===== src/rtl/rf_scoreboard.sv =====
// Multi-port architectural register file with a per-register pending-write
// counter scoreboard. Decode reserves destinations (issue) and reads operands;
// commit retires results with same-cycle bypass. A flush drops all pending counts.

// One read lane: operand mux (zero / bypass / array) plus RAW hazard detect.
module rf_scoreboard_rd #(
  parameter int XLEN = 32,
  parameter int AW   = 5,
  parameter int NCMT = 2,
  parameter int CW   = 2
) (
  input  logic                           ena,
  input  logic [AW-1:0]                  addr,
  input  logic [NCMT-1:0]                cmt_valid,
  input  logic [NCMT-1:0]                cmt_wena,
  input  logic [NCMT-1:0][AW-1:0]        cmt_waddr,
  input  logic [NCMT-1:0][XLEN-1:0]      cmt_wdata,
  input  logic [XLEN-1:0]                reg_val,
  input  logic [CW-1:0]                  cnt_val,
  output logic [XLEN-1:0]                data,
  output logic                           raw
);
  localparam int NW = $clog2(NCMT + 1);

  logic          hit;
  logic [NW-1:0] n;
  logic [XLEN-1:0] byp;

  // Count commits retiring this operand; ascending scan leaves the youngest data.
  always_comb begin
    hit = 1'b0;
    n   = '0;
    byp = '0;
    for (int k = 0; k < NCMT; k++) begin
      if (cmt_valid[k] && cmt_wena[k] && cmt_waddr[k] == addr) begin
        hit = 1'b1;
        n   = n + NW'(1);
        byp = cmt_wdata[k];
      end
    end
  end

  // Operand is ready only once every outstanding write has retired.
  always_comb begin
    data = (!ena || addr == '0) ? '0 : (hit ? byp : reg_val);
    raw  = ena && addr != '0 && (int'(cnt_val) != int'(n));
  end
endmodule

module rf_scoreboard #(
  parameter int XLEN = 32,
  parameter int NREG = 32,
  parameter int AW   = 5,
  parameter int NRD  = 4,
  parameter int NCMT = 2,
  parameter int CW   = 2
) (
  input  logic                   clock,
  input  logic                   reset,
  input  logic                   flush_i,
  input  logic                   issue_valid_i,
  output logic                   issue_ready_o,
  input  logic                   issue_wena_i,
  input  logic [AW-1:0]          issue_waddr_i,
  input  logic [NCMT-1:0]        cmt_valid_i,
  input  logic [NCMT-1:0]        cmt_wena_i,
  input  logic [NCMT*AW-1:0]     cmt_waddr_i,
  input  logic [NCMT*XLEN-1:0]   cmt_wdata_i,
  input  logic [NRD-1:0]         rd_ena_i,
  input  logic [NRD*AW-1:0]      rd_addr_i,
  output logic [NRD*XLEN-1:0]    rd_data_o,
  output logic [NRD-1:0]         rd_raw_o,
  output logic                   err_o,
  output logic [XLEN-1:0]        dbg_a0_o
);
  localparam int NW = $clog2(NCMT + 1);
  localparam logic [CW-1:0] CMAX = '1;

  logic [NCMT-1:0][AW-1:0]   cmt_waddr;
  logic [NCMT-1:0][XLEN-1:0] cmt_wdata;
  logic [NREG-1:0][XLEN-1:0] regs, wsel;
  logic [NREG-1:0][CW-1:0]   cnt, cnt_nxt;
  logic [NREG-1:0][NW-1:0]   ncmt;
  logic [NREG-1:0]           whit, under;
  logic                      issue_fire, err;
  int                        s;

  assign cmt_waddr = cmt_waddr_i;
  assign cmt_wdata = cmt_wdata_i;

  // Per-register commit hits: retire count and youngest write data; x0 never hits.
  always_comb begin
    ncmt = '0;
    whit = '0;
    wsel = '0;
    for (int r = 1; r < NREG; r++) begin
      for (int k = 0; k < NCMT; k++) begin
        if (cmt_valid_i[k] && cmt_wena_i[k] && cmt_waddr[k] == AW'(r)) begin
          ncmt[r] = ncmt[r] + NW'(1);
          whit[r] = 1'b1;
          wsel[r] = cmt_wdata[k];
        end
      end
    end
  end

  // Stall only a write to a saturated counter that no commit is draining now.
  always_comb begin
    issue_ready_o = !(issue_wena_i && issue_waddr_i != '0 &&
                      cnt[issue_waddr_i] == CMAX && ncmt[issue_waddr_i] == '0);
    issue_fire    = issue_valid_i && issue_ready_o;
  end

  // Next pending count: issue and commits net out; going negative clamps to 0.
  always_comb begin
    s       = 0;
    cnt_nxt = '0;
    under   = '0;
    for (int r = 1; r < NREG; r++) begin
      s = int'(cnt[r]) - int'(ncmt[r]) +
          ((issue_fire && issue_wena_i && issue_waddr_i == AW'(r)) ? 1 : 0);
      under[r]   = (s < 0);
      cnt_nxt[r] = (s < 0) ? '0 : CW'(s);
    end
  end

  // State update: commits always write; flush zeroes counters and masks underflow.
  always_ff @(posedge clock) begin
    if (reset) begin
      regs <= '0;
      cnt  <= '0;
      err  <= 1'b0;
    end else begin
      for (int r = 1; r < NREG; r++)
        if (whit[r]) regs[r] <= wsel[r];
      cnt <= flush_i ? '0 : cnt_nxt;
      if (!flush_i && |under) err <= 1'b1;
    end
  end

  assign err_o    = err;
  assign dbg_a0_o = regs[10];

  for (genvar j = 0; j < NRD; j++) begin : g_rd
    logic [AW-1:0] a;
    assign a = rd_addr_i[j*AW +: AW];
    rf_scoreboard_rd #(.XLEN(XLEN), .AW(AW), .NCMT(NCMT), .CW(CW)) u_rd (
      .ena       (rd_ena_i[j]),
      .addr      (a),
      .cmt_valid (cmt_valid_i),
      .cmt_wena  (cmt_wena_i),
      .cmt_waddr (cmt_waddr),
      .cmt_wdata (cmt_wdata),
      .reg_val   (regs[a]),
      .cnt_val   (cnt[a]),
      .data      (rd_data_o[j*XLEN +: XLEN]),
      .raw       (rd_raw_o[j])
    );
  end
endmodule


===== config.mk =====
export PLATFORM = sky130hd
export DESIGN_NAME = rf_scoreboard
export DESIGN_NICKNAME = d
export VERILOG_FILES = /design/src/rtl/rf_scoreboard.sv
export SDC_FILE = /design/constraint.sdc
export NUM_CORES = 2
export LEC_CHECK = 0
export CELL_PAD_IN_SITES_DETAIL_PLACEMENT = 0
export CELL_PAD_IN_SITES_GLOBAL_PLACEMENT = 1
export CORE_MARGIN = 10
export CORE_UTILIZATION = 50
export DETAILED_ROUTE_END_ITERATION = 6
export GPL_TIMING_DRIVEN = 0
export PLACE_DENSITY_LB_ADDON = 0.08
export SYNTH_ARGS = -nofsm -noshare
export SYNTH_HDL_FRONTEND = slang
export SYNTH_SLANG_ARGS = --single-unit

===== constraint.sdc =====
create_clock -name clock -period 12.8 [get_ports clock]
set_clock_uncertainty 0.05 [all_clocks]
set_input_delay 3.2 -clock clock [delete_from_list [all_inputs] [get_ports clock]]
set_output_delay 3.2 -clock clock [all_outputs]
set_load 0.01 [all_outputs]

==> flow_metrics.tcl <==
set metrics [dict create \
    required_ns 9.55 \
    grt_pass1_vias 88500 \
    tightest_slew_ns 1.67 \
    slowest_delay_ns 0.87 \
    initial_core_util_pct 50.5 \
    top_layer "met5" \
    drt_pre_antenna_iters 7 \
    endpoint_kind "primary output" \
    synth-main-ff-cell "dfxtp_1" \
    dpl.hpwl_um 436000 \
    finalNetCount 9442 \
    status "complete, but fails checks" \
    ir_drop_mv 0.146 \
    hold_viol_final 0 \
    layout_common_cells "1,278 x a221oi_1, 1,075 x nor3_1, 1,055 x dfxtp_1" \
    async_reset_ff_share_pct 0 \
    grt_antenna_before_repair 63 \
    cpMostUsedCell "buf_2" \
    post_cts_buffers 0 \
    die_h_um 437 \
    ys_types 73 \
    stdcell_area_um2 96900 \
    pin_count 278 \
    drt-initial-drc-count 18800 \
    crit_chain "buf_2 -> buf_2 -> buf_2 -> xor2_1 -> nor3_4 -> clkbuf_2 -> inv_1 -> ha_1 -> clkbuf_1 -> nand2_1 -> clkbuf_1 -> o22ai_1 -> nor3_1 -> clkdlybuf4s50_1" \
    rsz0062_at_grt "no" \
    hold_path.startpoint "err_o" \
    seqCellArea_um2 21100 \
    powerDensity_nw_per_um2 95.3 \
    crit_family "buffers and inverters" \
    drc 319 \
    multi_input_area_um2 59700 \
    placedCellCount 11300 \
    cp_max_fo 14 \
    syn_area_um2 86900 \
    cts_hold_buffers 0 \
    wl_met1_um 176000 \
    grt_max_degree 17 \
    fp.dieW_um 437 \
    synth_seq_cells 1055 \
    rr_startpoint "cnt[32]" \
    n_fill_cell 15500 \
    maxSlewViolCount 131 \
    yosysSeqAreaShare_pct 24.3 \
    dpl_cell_area_um2 92200 \
    drv_cap 20 \
    clk_latency_ns 0.86 \
    drive_gt1_share_pct 18.3 \
    postLayoutCoreUtil_pct 56.3 \
    place_congestion 1.17 \
    syn_avg_cell_area_um2 9.86 \
    cts_sinks 1055 \
    ant_nets 0 \
    wl_met2_um 208000 \
    cts-root-buf "clkbuf_16" \
    die_area_um2 191000 \
    row_count 152 \
    synth_edf_count 0 \
    cts_buffers 130 \
    routed_via_density 8.18 \
    synth_fp_nets 9084 \
    yosysWarnings 0 \
    grt_usage_pct 53.7 \
    numPortBuffers 191 \
    setup-violations-final 25 \
    gr-total-overflow 0 \
    finalNonFillerCells 11600 \
    holdCritPathClass "flop to flop" \
    worst_path_max_delay_cell "nor3_1" \
    fin_crit_sh_pct 104 \
    crit_type "input pin to primary output" \
    cellLeakagePower_nw 33.0 \
    clockBufferDepth 3 \
    layout_commonest_cell "a221oi_1" \
    grt_pass1_wl_um 717000 \
    wl_met3_um 93700 \
    start_kind "input pin" \
    critPathArrivalTime_ns 10.07 \
    fmax_mhz 75.1 \
    synthCells 8809 \
    vias 95100 \
    cp-startpoint "rd_addr_i[15]" \
    critPathBufInv 8 \
    area_growth_pct 11.5 \
    core_um2 172000 \
    wire_per_inst_um 46.4 \
    dp_slack_ns -0.398 \
    path_clk_slew_ns 0.07 \
    wirelength_um 540000 \
    cts_tree "yes" \
    fin_ws_ns -0.521 \
    h-tree-depth 4 \
    max_slew_margin_pct -12.4 \
    min_period_ns 13.32 \
    violations "design-rule violations, max-capacitance violations, max-slew violations, negative setup slack" \
]
[what timing repair did]
item                                    CTS  global route
endpoints found under the setup margin   21             0
resized for setup                         5             0
endpoints found under the hold margin     0             0
[path summary, 6_finish.rpt]
path                                       end  slack (ns)  cells after the start
worst max-delay path            rd_data_o[117]       -0.52                     14
worst min-delay path                     err_o        0.45                      2
worst max register to register           err_o        7.90                     14
worst min register to register           err_o        0.45                      2
[flip-flops by register name, indices dropped and copies added (netlist names)]
register	cells
dbg_a0_o	32
err_o	1
regs	960
cnt	62
[metrics by stage]
| step | TNS [ns] | power [W] | hold slack [ns] |
|---|---|---|---|
| detailed placement | -3.47 | 0.00507 | 0.422 |
| global route | 0 | 0.00921 | 0.458 |
| finish | -6.40 | 0.00923 | 0.447 |
| global placement | -6.28 | 0.00504 | 0.411 |
| CTS | 0 | 0.00897 | 0.436 |
| floorplan | 0 | 0.00431 | 0.452 |
[metal layers]
layer	GRT usage (%)	vias to the layer above
met5	5.06	-
met4	45.6	52
met3	29.3	2810
met2	72.1	10100
met1	60.9	46400
li1	-	35800
[power breakdown]
group	leakage [nW]	internal (W)	total, W	switching (W)
clock network	2.17	0.00228	0.00405	0.00177
logic	22.3	0.000496	0.00177	0.00127
registers	8.51	0.00333	0.00341	0.0000819
total	33.0	0.00611	0.00923	0.00312
[worst register-to-register path: stages, from the launching register on]
cell and delay [ns]:
dfxtp_1 0.69, nand3b_4 0.13, a311oi_1 0.40, nand2_1 0.11
or4_4 0.54, a221oi_4 0.53, buf_6 0.28, nor3b_2 0.10
ha_1 0.25, a21oi_1 1.03, nor4_1 0.27, nand4_1 0.19
or3_1 0.12, a21oi_1 0.06, nor2_1 0.08
[cell type report]
type | instances | area share [%]
Tap cell | 2310 | 2.98
Multi-Input combinational cell | 6205 | 61.6
Sequential cell | 1055 | 21.8
Clock buffer | 176 | 3.84
Clock inverter | 51 | 0.770
Inverter | 234 | 0.907
Antenna cell | 62 | 0.160
Buffer | 1315 | 5.62
Timing Repair Buffer | 226 | 2.33
[synthesized netlist by cell type, drive strengths merged (39+ instances only)]
| master | number | area, um2 |
|---|---|---|
| a2111oi | 39 | 342 |
| a21oi | 43 | 215 |
| a221oi | 1279 | 11200 |
| a22o | 66 | 578 |
| and3 | 39 | 244 |
| buf | 365 | 1840 |
| clkbuf | 950 | 3570 |
| dfxtp | 1055 | 21100 |
| ha | 132 | 1650 |
| inv | 232 | 871 |
| mux2 | 137 | 1540 |
| mux2i | 334 | 3340 |
| mux4 | 958 | 21600 |
| nand2 | 231 | 867 |
| nand4 | 42 | 263 |
| nor2 | 187 | 712 |
| nor2b | 1024 | 6410 |
| nor3 | 1097 | 5580 |
| o21ai | 78 | 390 |
| xor2 | 44 | 385 |
[cell families (layout without fill, tap and decap cells)]
logic type	Yosys count	count (layout)	synth area share [%]
buffers and inverters	1549	2002	7.24
XOR/XNOR	73	73	0.736
multiplexers	1429	1429	30.5
AO/OA/AOI/OAI	1816	1816	17.5
adder cells (fa/ha/maj)	163	163	2.62
flip-flops	1055	1055	24.3
AND/OR/NAND/NOR	2724	2724	17.1
other	0	62	0
Note: power is estimated with default switching activity, not from simulation.
